<file path="src/rtl/pipeline_ctrl_pkg.sv">
// Shared CPU definitions: controller state encoding, writeback-source
// encodings and the default bus-wait watchdog limit.
package pipeline_ctrl_pkg;

  typedef enum logic [1:0] {
    ST_RUN    = 2'd0,
    ST_D_WAIT = 2'd1,
    ST_I_WAIT = 2'd2
  } ctrl_state_e;

  // Writeback source select carried by the EX instruction.
  localparam logic [1:0] REG_SRC_ALU = 2'h0;
  localparam logic [1:0] REG_SRC_MEM = 2'h1;
  localparam logic [1:0] REG_SRC_PC  = 2'h2;
  localparam logic [1:0] REG_SRC_IMM = 2'h3;

  localparam int unsigned TIMEOUT_DEFAULT = 255;
  localparam int unsigned STALL_CNT_W     = 16;

  // True when an ID source operand is actually read and names register dst.
  function automatic logic src_match(input logic used, input logic [4:0] src,
                                     input logic [4:0] dst);
    return used && (src == dst);
  endfunction

endpackage

</file>
<file path="src/rtl/stall_monitor.sv">
// Saturating stalled-cycle counter plus a sticky watchdog that fires once the
// controller has spent TIMEOUT consecutive cycles waiting on a memory ack.
module stall_monitor
  import pipeline_ctrl_pkg::*;
#(
  parameter int unsigned TIMEOUT = TIMEOUT_DEFAULT
) (
  input  logic                   clk,
  input  logic                   rst_n,
  input  logic                   stall_i,
  input  logic                   waiting_i,
  output logic [STALL_CNT_W-1:0] stall_cnt_o,
  output logic                   bus_timeout_o
);

  localparam int unsigned WAIT_W = (TIMEOUT < 2) ? 1 : $clog2(TIMEOUT + 1);
  localparam logic [WAIT_W-1:0] WAIT_LIMIT = WAIT_W'(TIMEOUT);

  logic [STALL_CNT_W-1:0] stall_cnt_q, stall_cnt_d;
  logic [WAIT_W-1:0]      wait_cnt_q, wait_cnt_d;
  logic                   timeout_q, timeout_d;

  // Next-state for both counters; the wait counter holds at the limit so the
  // flag stays meaningful while the controller keeps waiting.
  always_comb begin
    stall_cnt_d = stall_cnt_q;
    if (stall_i && (stall_cnt_q != '1)) begin
      stall_cnt_d = stall_cnt_q + 1'b1;
    end
    wait_cnt_d = '0;
    if (waiting_i) begin
      wait_cnt_d = (wait_cnt_q == WAIT_LIMIT) ? wait_cnt_q : wait_cnt_q + 1'b1;
    end
    timeout_d = timeout_q | (waiting_i && (wait_cnt_d == WAIT_LIMIT));
  end

  // Counter and flag registers, cleared only by reset.
  always_ff @(posedge clk or negedge rst_n) begin
    if (!rst_n) begin
      stall_cnt_q <= '0;
      wait_cnt_q  <= '0;
      timeout_q   <= 1'b0;
    end else begin
      stall_cnt_q <= stall_cnt_d;
      wait_cnt_q  <= wait_cnt_d;
      timeout_q   <= timeout_d;
    end
  end

  assign stall_cnt_o   = stall_cnt_q;
  assign bus_timeout_o = timeout_q;

endmodule

</file>
<file path="src/rtl/pipeline_ctrl.sv">
// Pipeline hazard/stall controller: memory handshake FSM, load-use detection,
// branch flushing and the stop/flush priority network for a 5-stage CPU.
module pipeline_ctrl
  import pipeline_ctrl_pkg::*;
#(
  parameter int unsigned TIMEOUT = TIMEOUT_DEFAULT
) (
  input  logic                   clk,
  input  logic                   rst_n,
  input  logic [4:0]             id_rs_i,
  input  logic [4:0]             id_rt_i,
  input  logic                   id_rs_used_i,
  input  logic                   id_rt_used_i,
  input  logic [1:0]             ex_reg_write_i,
  input  logic                   ex_reg_we_i,
  input  logic [4:0]             ex_wR_i,
  input  logic                   ex_branch_taken_i,
  input  logic                   mem_access_i,
  input  logic                   dmem_ack_i,
  input  logic                   imem_ack_i,
  output logic                   dmem_req_o,
  output logic                   imem_req_o,
  output logic                   pc_stop_o,
  output logic                   if_id_stop_o,
  output logic                   id_ex_stop_o,
  output logic                   ex_mem_stop_o,
  output logic                   mem_wb_stop_o,
  output logic                   if_id_flush_o,
  output logic                   id_ex_flush_o,
  output logic [STALL_CNT_W-1:0] stall_cnt_o,
  output logic                   bus_timeout_o
);

  ctrl_state_e state_q, state_d;

  logic dmem_req, imem_req;
  logic dmem_stall, imem_stall, load_use;
  logic pc_stop, if_id_stop, id_ex_stop, ex_mem_stop, mem_wb_stop;
  logic if_id_flush, id_ex_flush;

  // Memory requests and hazard conditions; a data stall masks any fetch stall.
  always_comb begin
    dmem_req   = (state_q == ST_D_WAIT) ? 1'b1 : mem_access_i;
    imem_req   = (state_q != ST_D_WAIT);
    dmem_stall = dmem_req && !dmem_ack_i;
    imem_stall = imem_req && !imem_ack_i && !dmem_stall;
    load_use   = ex_reg_we_i && (ex_reg_write_i == REG_SRC_MEM) &&
                 (ex_wR_i != 5'd0) &&
                 (src_match(id_rs_used_i, id_rs_i, ex_wR_i) ||
                  src_match(id_rt_used_i, id_rt_i, ex_wR_i));
  end

  // Stop/flush priority; a branch seen mid-fetch freezes everything so the
  // fetch address cannot change until the instruction memory acks.
  always_comb begin
    pc_stop     = 1'b0;
    if_id_stop  = 1'b0;
    id_ex_stop  = 1'b0;
    ex_mem_stop = 1'b0;
    mem_wb_stop = 1'b0;
    if_id_flush = 1'b0;
    id_ex_flush = 1'b0;
    if (dmem_stall || (ex_branch_taken_i && imem_stall)) begin
      pc_stop     = 1'b1;
      if_id_stop  = 1'b1;
      id_ex_stop  = 1'b1;
      ex_mem_stop = 1'b1;
      mem_wb_stop = 1'b1;
    end else if (ex_branch_taken_i) begin
      if_id_flush = 1'b1;
      id_ex_flush = 1'b1;
    end else if (load_use) begin
      pc_stop     = 1'b1;
      if_id_stop  = 1'b1;
      id_ex_flush = 1'b1;
    end else if (imem_stall) begin
      pc_stop     = 1'b1;
      if_id_flush = 1'b1;
    end
  end

  // Handshake FSM next state: leave a wait state only on the matching ack.
  always_comb begin
    state_d = state_q;
    case (state_q)
      ST_RUN: begin
        if (dmem_stall) begin
          state_d = ST_D_WAIT;
        end else if (imem_stall) begin
          state_d = ST_I_WAIT;
        end
      end
      ST_D_WAIT: if (dmem_ack_i) state_d = ST_RUN;
      ST_I_WAIT: if (imem_ack_i) state_d = ST_RUN;
      default:   state_d = ST_RUN;
    endcase
  end

  // State register; reset abandons any outstanding handshake.
  always_ff @(posedge clk or negedge rst_n) begin
    if (!rst_n) begin
      state_q <= ST_RUN;
    end else begin
      state_q <= state_d;
    end
  end

  // While reset is held the pipeline is neither stopped nor flushed, no data
  // access is requested, and fetch stays requested.
  assign dmem_req_o    = rst_n & dmem_req;
  assign imem_req_o    = ~rst_n | imem_req;
  assign pc_stop_o     = rst_n & pc_stop;
  assign if_id_stop_o  = rst_n & if_id_stop;
  assign id_ex_stop_o  = rst_n & id_ex_stop;
  assign ex_mem_stop_o = rst_n & ex_mem_stop;
  assign mem_wb_stop_o = rst_n & mem_wb_stop;
  assign if_id_flush_o = rst_n & if_id_flush;
  assign id_ex_flush_o = rst_n & id_ex_flush;

  stall_monitor #(
    .TIMEOUT(TIMEOUT)
  ) u_stall_monitor (
    .clk          (clk),
    .rst_n        (rst_n),
    .stall_i      (pc_stop_o),
    .waiting_i    (state_q != ST_RUN),
    .stall_cnt_o  (stall_cnt_o),
    .bus_timeout_o(bus_timeout_o)
  );

endmodule

</file>
<file path="config.mk">
export PLATFORM = sky130hd
export DESIGN_NAME = pipeline_ctrl
export DESIGN_NICKNAME = d
export VERILOG_FILES = /design/src/rtl/pipeline_ctrl_pkg.sv /design/src/rtl/stall_monitor.sv /design/src/rtl/pipeline_ctrl.sv
export SDC_FILE = /design/constraint.sdc
export NUM_CORES = 1
export LEC_CHECK = 0
export BUFFER_PORTS_ARGS = -buffer_cell sky130_fd_sc_hd__buf_2
export CAP_MARGIN = 25
export CORE_UTILIZATION = 38
export DETAILED_ROUTE_END_ITERATION = 8
export PLACE_DENSITY = 0.73
export SLEW_MARGIN = 20
export SYNTH_ARGS = -nofsm -noshare
export SYNTH_HDL_FRONTEND = slang
export SYNTH_SLANG_ARGS = --single-unit
</file>
<file path="constraint.sdc">
create_clock -name clk -period 2.8 [get_ports clk]
set_input_delay 0.14 -clock clk [delete_from_list [all_inputs] [get_ports clk]]
set_output_delay 0.14 -clock clk [all_outputs]
set_load 0.02 [all_outputs]
</file>
==> flow_summary.rst, run 1 <==
.. list-table::
   :header-rows: 1

   * - Metric
     - Value
   * - Outcome
     - finished clean
   * - Worst Tran Pin Value
     - 0.7780 ns
   * - Port bufs
     - 51
   * - Leading post-synthesis cells by cell area
     - dfrtp_1, xor2_1, xnor2_1
   * - Most common cell after layout, fill and taps aside
     - buf_2
   * - Max-capacitance violation count
     - 0
   * - Max frequency
     - 0.4287 GHz
   * - Total wire length
     - 3.487 mm
   * - Post-DR wirelength/cell
     - 12.54 um
   * - Fraction of final layout cells with drive strength greater than 1
     - 30.26%
   * - Switching power share of the total
     - 35.62%
   * - # H-tree levels
     - 1
   * - Proportion of netlist area held by the largest area contributor
     - 42.06%
   * - Total gr overflow
     - 0
   * - Share of the clock period used by the worst path
     - 83.31%
   * - Diode insertion count for antenna repair
     - 0
   * - Worst IR Drop VDD
     - 0.3805 mV
   * - Area of the multi-input gates
     - 889.6 um^2
   * - Worst Hold Slack
     - 0.04060 ns
   * - Pin count of the biggest net entering global routing
     - 35
   * - Sequential group share of total power
     - 49.1%
   * - Initial Util
     - 39.88%
   * - Number of warnings reported in the yosys synthesis log
     - 0
   * - Growth of design area from synthesis to finish
     - 22.27%
   * - CTS tree
     - yes
   * - Post-synth net total
     - 202
   * - Count of final max-slew check failures
     - 0
   * - Root Buffer Master
     - clkbuf_8
   * - Fill cell count
     - 392
   * - Worst rel slew slack
     - 47.66%
   * - Largest area contributor in the synthesized netlist
     - dfrtp_1
   * - # resized after CTS
     - 0
   * - Post-layout minimum cycle time
     - 2.333 ns
   * - Routed vias
     - 1,428
   * - Count of hold-fix buffers inserted at cts
     - 1
   * - Clock insertion delay at the later pin of the skew report
     - 0.27 ns
   * - Flip-flop and latch count after synthesis
     - 27
   * - Height of the die
     - 67.02 um
   * - Reported net switching power
     - 0.0003691 W
   * - Leakage
     - 0.9502 nW
   * - Area enclosed by the die boundary
     - 4492 um^2
   * - Worst setup skew after layout
     - 0.005236 ns
   * - Avg Cell Area, Syn
     - 9.233 um^2
   * - Share of power burned in the clock network
     - 22.1%
   * - Placer's final routability congestion estimate
     - 0.8859
   * - Storage element area
     - 675.6 um^2
   * - Cell area after technology mapping
     - 1607 um^2
   * - Via count of the first global-routing pass
     - 1,311
   * - Setup violation total in the final timing report
     - 0
   * - Crit start category
     - flop
   * - Kind of critical path
     - reg2reg
   * - Net count of the finished layout
     - 257
   * - Unrepaired setup endpoints after global routing
     - false
   * - GRT Util Overall
     - 16.62%
   * - Area of the core
     - 4029 um^2
   * - Global-route wire length before repair
     - 5.664 mm
   * - Most frequent cells in the layout
     - buf_2, dfrtp_1, nor2_1
   * - Hold/Removal Path Class
     - in2reg
   * - Final TNS setup
     - 0 ns
   * - Post-synth cell types
     - 36
   * - Drt initial violations
     - 52
   * - Endpoint type of the worst setup path
     - flop
   * - CTS sink count
     - 27
   * - Number of buffers inserted by post-CTS setup repair
     - 0
   * - Chip Width
     - 67.02 um
   * - Biggest fanout along the worst timing path
     - 14
   * - Power share of the combinational group
     - 28.8%
   * - Power density relative to cell area
     - 527.4 nW/um^2
   * - Sequential share of the synthesized area
     - 42.06%
   * - Synthesized netlist cell count
     - 174
   * - Worst path required time
     - 2.96 ns
   * - Buffers from clock root to sink, at most
     - 2
   * - Top-level port count
     - 52
   * - Antenna violations before repair
     - 0
   * - Std cell rows
     - 23
   * - HPWL after detailed placement
     - 2.648 mm
   * - Clock-pin slew on the worst setup and hold paths
     - 0.10 ns
   * - CP Data Arrival Time
     - 2.50 ns
   * - Hold Vio Cnt, Final
     - 0
   * - Cell-internal power
     - 0.0006670 W
   * - TritonCTS Buffers
     - 3
   * - Count of TritonRoute iterations in the first routing pass
     - 4
   * - Via density
     - 5.137
   * - Post-route antenna net violation count
     - 0
   * - DRC errors left
     - 0
-- sequential cells by signal, summed over array words and instances (netlist names) --
register and cells:
u_stall_monitor.stall_cnt_o 16, u_stall_monitor.wait_cnt_q 8, state_q 2, u_stall_monitor.bus_timeout_o 1
-- final timing paths --
check	startpoint	slack, ns	end	cells past startpoint
setup / recovery	u_stall_monitor.stall_cnt_o[0]	0.47	u_stall_monitor.stall_cnt_o[1]	6
hold / removal	dmem_ack_i	0.04	state_q[0]	2
setup reg to reg	u_stall_monitor.stall_cnt_o[0]	0.47	u_stall_monitor.stall_cnt_o[1]	6
hold reg to reg	u_stall_monitor.bus_timeout_o	0.49	u_stall_monitor.bus_timeout_o	1
max in group asynchronous	rst_n	2.09	u_stall_monitor.stall_cnt_o[6]	3
min in group asynchronous	rst_n	0.42	u_stall_monitor.wait_cnt_q[5]	3
-- synthesized netlist by cell type --
library cell and number:
and2_1 1, a31oi_1 1, nor3_1 8, nor2_1 23, nand3_1 12, xor2_1 13, a21oi_4 1, nand2_1 19
buf_6 1, nor4_1 2, ha_1 2, nand2b_1 2, o22ai_1 3, or3_2 1, a2111oi_4 1, or2_2 4
mux2_2 2, o311a_1 1, xnor2_1 12, o21ba_2 1, mux2i_1 1, a21oi_1 7, o21a_1 2, o221a_2 1
dfrtp_1 27, nand4_1 4, mux2_4 1, a211oi_1 2, or4_4 1, a41o_1 1, inv_1 4, a21boi_0 1
o21ai_0 6, nor2b_1 2, nor3b_1 2, buf_4 2
-- through the flow --
stage          util, %  power [W]  instance area (um^2)  worst slack [ns]  std cells
6_report         48.76   0.001036                  1964            0.4672        278
5_1_grt          48.76   0.001092                  1964            0.3793        278
4_1_cts          48.76   0.001045                  1964            0.4719        278
3_5_place_dp     47.30  0.0008152                  1906            0.4991        273
3_3_place_gp     47.30  0.0008126                  1906            0.5262        273
2_1_floorplan        -  0.0007023                  1607            0.4747        174
-- routing by layer --
metal | vias to the layer above | routed length (um) | track usage (%) | part of all wire (%)
met1 | 661 | 1617 | 21.15 | 46
met4 | 0 | 31 | 5.585 | 0.89
met2 | 50 | 1593 | 28.00 | 46
met3 | 2 | 244 | 2.911 | 7.0
met5 | - | 0 | 0 | 0
li1 | 715 | - | - | -
-- cell type report --
cell class / count / share of cell area, %
Clock buffer: 3 / 2.102
Tap cell: 50 / 3.185
Multi-Input combinational cell: 140 / 45.29
Timing Repair Buffer: 53 / 13.89
Clock inverter: 1 / 0.3822
Inverter: 4 / 0.7643
Sequential cell: 27 / 34.39
-- critical path: stages (launching register included) --
cell and delay [ns]:
dfrtp_1 0.41, ha_1 0.23, nand3_1 0.11, or4_4 0.54
o221a_2 0.27, a21oi_4 0.32, mux2_4 0.33
-- kinds of logic after synthesis --
group	share of synthesized area (%)
muxes	2.959
xor gates and xnor gates	13.63
adders and majority gates	1.557
buffers and inverters	2.569
and+or+nand+nor	23.99
DFF	42.06
AOI/OAI and AO/OA	13.24
-- power by group through the flow --
| stage | registers [W] | clock network [W] | logic [W] |
|---|---|---|---|
| finish | 0.000509 | 0.000229 | 0.000299 |
| global route | 0.000518 | 0.000249 | 0.000325 |
| CTS | 0.000510 | 0.000234 | 0.000302 |
| detailed placement | 0.000517 | 0 | 0.000298 |
| global placement | 0.000515 | 0 | 0.000298 |
| floorplan | 0.000557 | 0 | 0.000145 |
Note: power is estimated with default switching activity, not from simulation.
==> inputs of run 2 (changes only) <==
--- a/config.mk
+++ b/config.mk
@@ -9,7 +9,7 @@
 export CAP_MARGIN = 25
 export CORE_UTILIZATION = 38
 export DETAILED_ROUTE_END_ITERATION = 8
-export PLACE_DENSITY = 0.73
+export PLACE_DENSITY = 0.75
 export SLEW_MARGIN = 20
 export SYNTH_ARGS = -nofsm -noshare
 export SYNTH_HDL_FRONTEND = slang
==> constraint.sdc (replaced) <==
create_clock -name clk -period 1.9 [get_ports clk]
set_input_delay 0.095 -clock clk [delete_from_list [all_inputs] [get_ports clk]]
set_output_delay 0.095 -clock clk [all_outputs]
set_load 0.02 [all_outputs]
==> run 2 against run 1 <==
Against the previous run:
- the run now ends with setup timing left
- critical endpoint is now u_stall_monitor.stall_cnt_o[15]
- largest cell class unchanged
- largest power group unchanged
- utilization increased by 7.4 points
- first-iteration DRC count shrank 23%
- critical path type unchanged
- clock-buffer cell count grew 1
- global-route usage up 1.4 points
- final area increased by 15%
==> flow_summary.rst, run 2 (same netlist as run 1, synthesis figures left out) <==
.. list-table::
   :header-rows: 1

   * - Metric
     - Value
   * - TritonCTS Buffers
     - 3 (unchanged)
   * - Placed cell count
     - 301 (+10%)
   * - Port bufs
     - 51 (unchanged)
   * - Number of flip-flops in the largest register
     - 16 (unchanged)
   * - Initial Util
     - 39.88% (unchanged)
   * - Worst Tran Pin Value
     - 0.3200 ns (-0.4580 ns)
   * - HPWL after detailed placement
     - 3.004 mm (+13%)
   * - Worst Hold Slack
     - 0.1100 ns (+0.06939 ns)
   * - Max-capacitance violation count
     - 0 (unchanged)
   * - Reported net switching power
     - 0.0005953 W (+61%)
   * - Kind of critical path
     - reg2reg
   * - Final cell count without fillers
     - 309 (+11%)
   * - Cell-internal power
     - 0.001130 W (+69%)
   * - Outcome
     - complete, but fails checks
   * - Utilization of the core after routing
     - 56.18% (+7.4 points)
   * - Std cell rows
     - 23 (unchanged)
   * - Failing checks
     - setup timing
   * - Share of power burned in the clock network
     - 19.3% (-2.8 points)
   * - Hold Vio Cnt, Final
     - 0 (unchanged)
   * - Fraction of final layout cells with drive strength greater than 1
     - 44.02% (+14 points)
   * - CTS tree
     - yes
   * - Count of final max-slew check failures
     - 0 (unchanged)
   * - Biggest fanout along the worst timing path
     - 6 (-8)
   * - Most common cell after layout, fill and taps aside
     - buf_2
   * - Drt initial violations
     - 40 (-23%)
   * - Antenna violations before repair
     - 0 (unchanged)
   * - Worst setup slack before clock tree synthesis
     - -0.1040 ns (-0.6031 ns)
   * - CP Data Arrival Time
     - 2.14 ns (-0.36 ns)
   * - Endpoint type of the worst setup path
     - flop
   * - Height of the die
     - 67.02 um (unchanged)
   * - Routed vias
     - 1,559 (+9.2%)
   * - Worst IR Drop VDD
     - 0.7184 mV (+89%)
   * - Clock-pin slew on the worst setup and hold paths
     - 0.09 ns (about the same)
   * - Placer's final routability congestion estimate
     - 0.8795 (-0.72%)
   * - Total wire length
     - 3.809 mm (+9.2%)
   * - Net count of the finished layout
     - 288 (+12%)
   * - Max frequency
     - 0.5015 GHz (+17%)
   * - Post-layout minimum cycle time
     - 1.994 ns (-0.3386 ns)
   * - Total gr overflow
     - 0 (unchanged)
   * - Most frequent cells in the layout
     - buf_2, buf_4, nor2_1
   * - Final TNS setup
     - -0.9151 ns (-0.9151 ns)
   * - Area enclosed by the die boundary
     - 4492 um^2 (unchanged)
   * - Post-route antenna net violation count
     - 0 (unchanged)
   * - Power share of the combinational group
     - 38.4% (+9.6 points)
   * - # H-tree levels
     - 1 (unchanged)
   * - Via count of the first global-routing pass
     - 1,455 (+11%)
   * - GRT Util Overall
     - 18.05% (+1.4 points)
   * - Setup violation total in the final timing report
     - 12 (+12)
   * - Crit start category
     - flop
   * - Count of TritonRoute iterations in the first routing pass
     - 4 (unchanged)
   * - Leakage
     - 1.105 nW (+16%)
   * - Global-route wire length before repair
     - 6.189 mm (+9.3%)
   * - Sequential group share of total power
     - 42.3% (-6.8 points)
   * - Buffers from clock root to sink, at most
     - 2 (unchanged)
   * - Worst setup skew after layout
     - 0.003599 ns (-0.001638 ns)
   * - Clock insertion delay at the later pin of the skew report
     - 0.27 ns (about the same)
   * - Area of the core
     - 4029 um^2 (unchanged)
   * - Hold/Removal Path Class
     - in2reg
   * - Worst path required time
     - 2.05 ns (-0.91 ns)
   * - Pin count of the biggest net entering global routing
     - 20 (-43%)
   * - Unrepaired setup endpoints after global routing
     - true
   * - Top-level port count
     - 52 (unchanged)
   * - Diode insertion count for antenna repair
     - 0 (unchanged)
   * - Growth of design area from synthesis to finish
     - 40.89%
   * - Switching power share of the total
     - 34.52% (-1.1 points)
   * - Power density relative to cell area
     - 762.1 nW/um^2 (+44%)
   * - Final worst setup slack
     - -0.09414 ns (-0.5614 ns)
   * - DRC errors left
     - 0 (unchanged)
   * - Worst rel slew slack
     - 78.57% (+31 points)
   * - Chip Width
     - 67.02 um (unchanged)
   * - Post-DR wirelength/cell
     - 12.33 um (-1.7%)
   * - Root Buffer Master
     - clkbuf_8
   * - CTS sink count
     - 27 (unchanged)
   * - Share of the clock period used by the worst path
     - 105.0% (+22 points)
   * - Via density
     - 5.045 (-1.8%)
[run 2: cell types whose count changed in the layout (fill, tap and decap cells not counted), sizes merged]
cell         before  now
buf              52   81
dlygate4sd3       1    3
clkbuf            3    4
clkinvlp          1    0
[run 2: layer usage]
layer	share of wire (%)	track usage, %	up-vias
li1	-	-	779
met1	44	21.93	720
met2	48	31.87	56
met3	6.9	2.911	4
met4	1.2	5.851	0
met5	0	0	-
[run 2: repair_timing]
item                                    4_1_cts  5_1_grt
gates resized for setup                       3        6
setup buffers                                 1        0
hold endpoints to repair                     29        0
gates cloned                                  0        0
endpoints found under the setup margin       13       20
hold buffers                                  3        0
[run 2: area by class of cell]
| type | count | area [um^2] |
|---|---|---|
| clock buffers | 4 | 45.04 |
| fillers | 374 | 1765 |
| multi-input cells | 140 | 940.9 |
| inverters | 4 | 15.01 |
| flip-flops and latches | 27 | 685.7 |
| repair buffers | 84 | 514.2 |
| well taps | 50 | 62.56 |
[run 2: worst max-delay path, stage by stage (launching register included)]
cell     delay (ns)
dfrtp_2        0.40
ha_4           0.14
nand3_2        0.08
or4_4          0.45
o221a_4        0.25
a21oi_4        0.21
buf_6          0.16
nor4_1         0.05
xor2_1         0.14
[run 2: stage by stage]
step	power, W	cell area (um^2)
after floorplan	0.001081	1648
after global placement	0.001379	2157
after detailed placement	0.001392	2157
after CTS	0.001732	2247
after global routing	0.001825	2263
final	0.001725	2263
[run 2: power by group through the flow]
stage	clock, W	combinational, W	sequential [W]
after floorplan	0	0.000232	0.000849
after global placement	0	0.000650	0.000730
after detailed placement	0	0.000655	0.000737
after CTS	0.000338	0.000666	0.000728
after global routing	0.000359	0.000729	0.000738
final	0.000332	0.000663	0.000730
[run 2: final timing paths]
path / startpoint / endpoint / slack [ns] / cells past startpoint
max in group asynchronous: rst_n / u_stall_monitor.stall_cnt_o[15] / 1.34 / 3
max: u_stall_monitor.stall_cnt_o[1] / u_stall_monitor.stall_cnt_o[15] / -0.09 / 8
min in group asynchronous: rst_n / u_stall_monitor.wait_cnt_q[6] / 0.36 / 3
min: mem_access_i / state_q[0] / 0.11 / 3
min reg2reg: u_stall_monitor.bus_timeout_o / u_stall_monitor.bus_timeout_o / 0.47 / 1
max reg2reg: u_stall_monitor.stall_cnt_o[1] / u_stall_monitor.stall_cnt_o[15] / -0.09 / 8
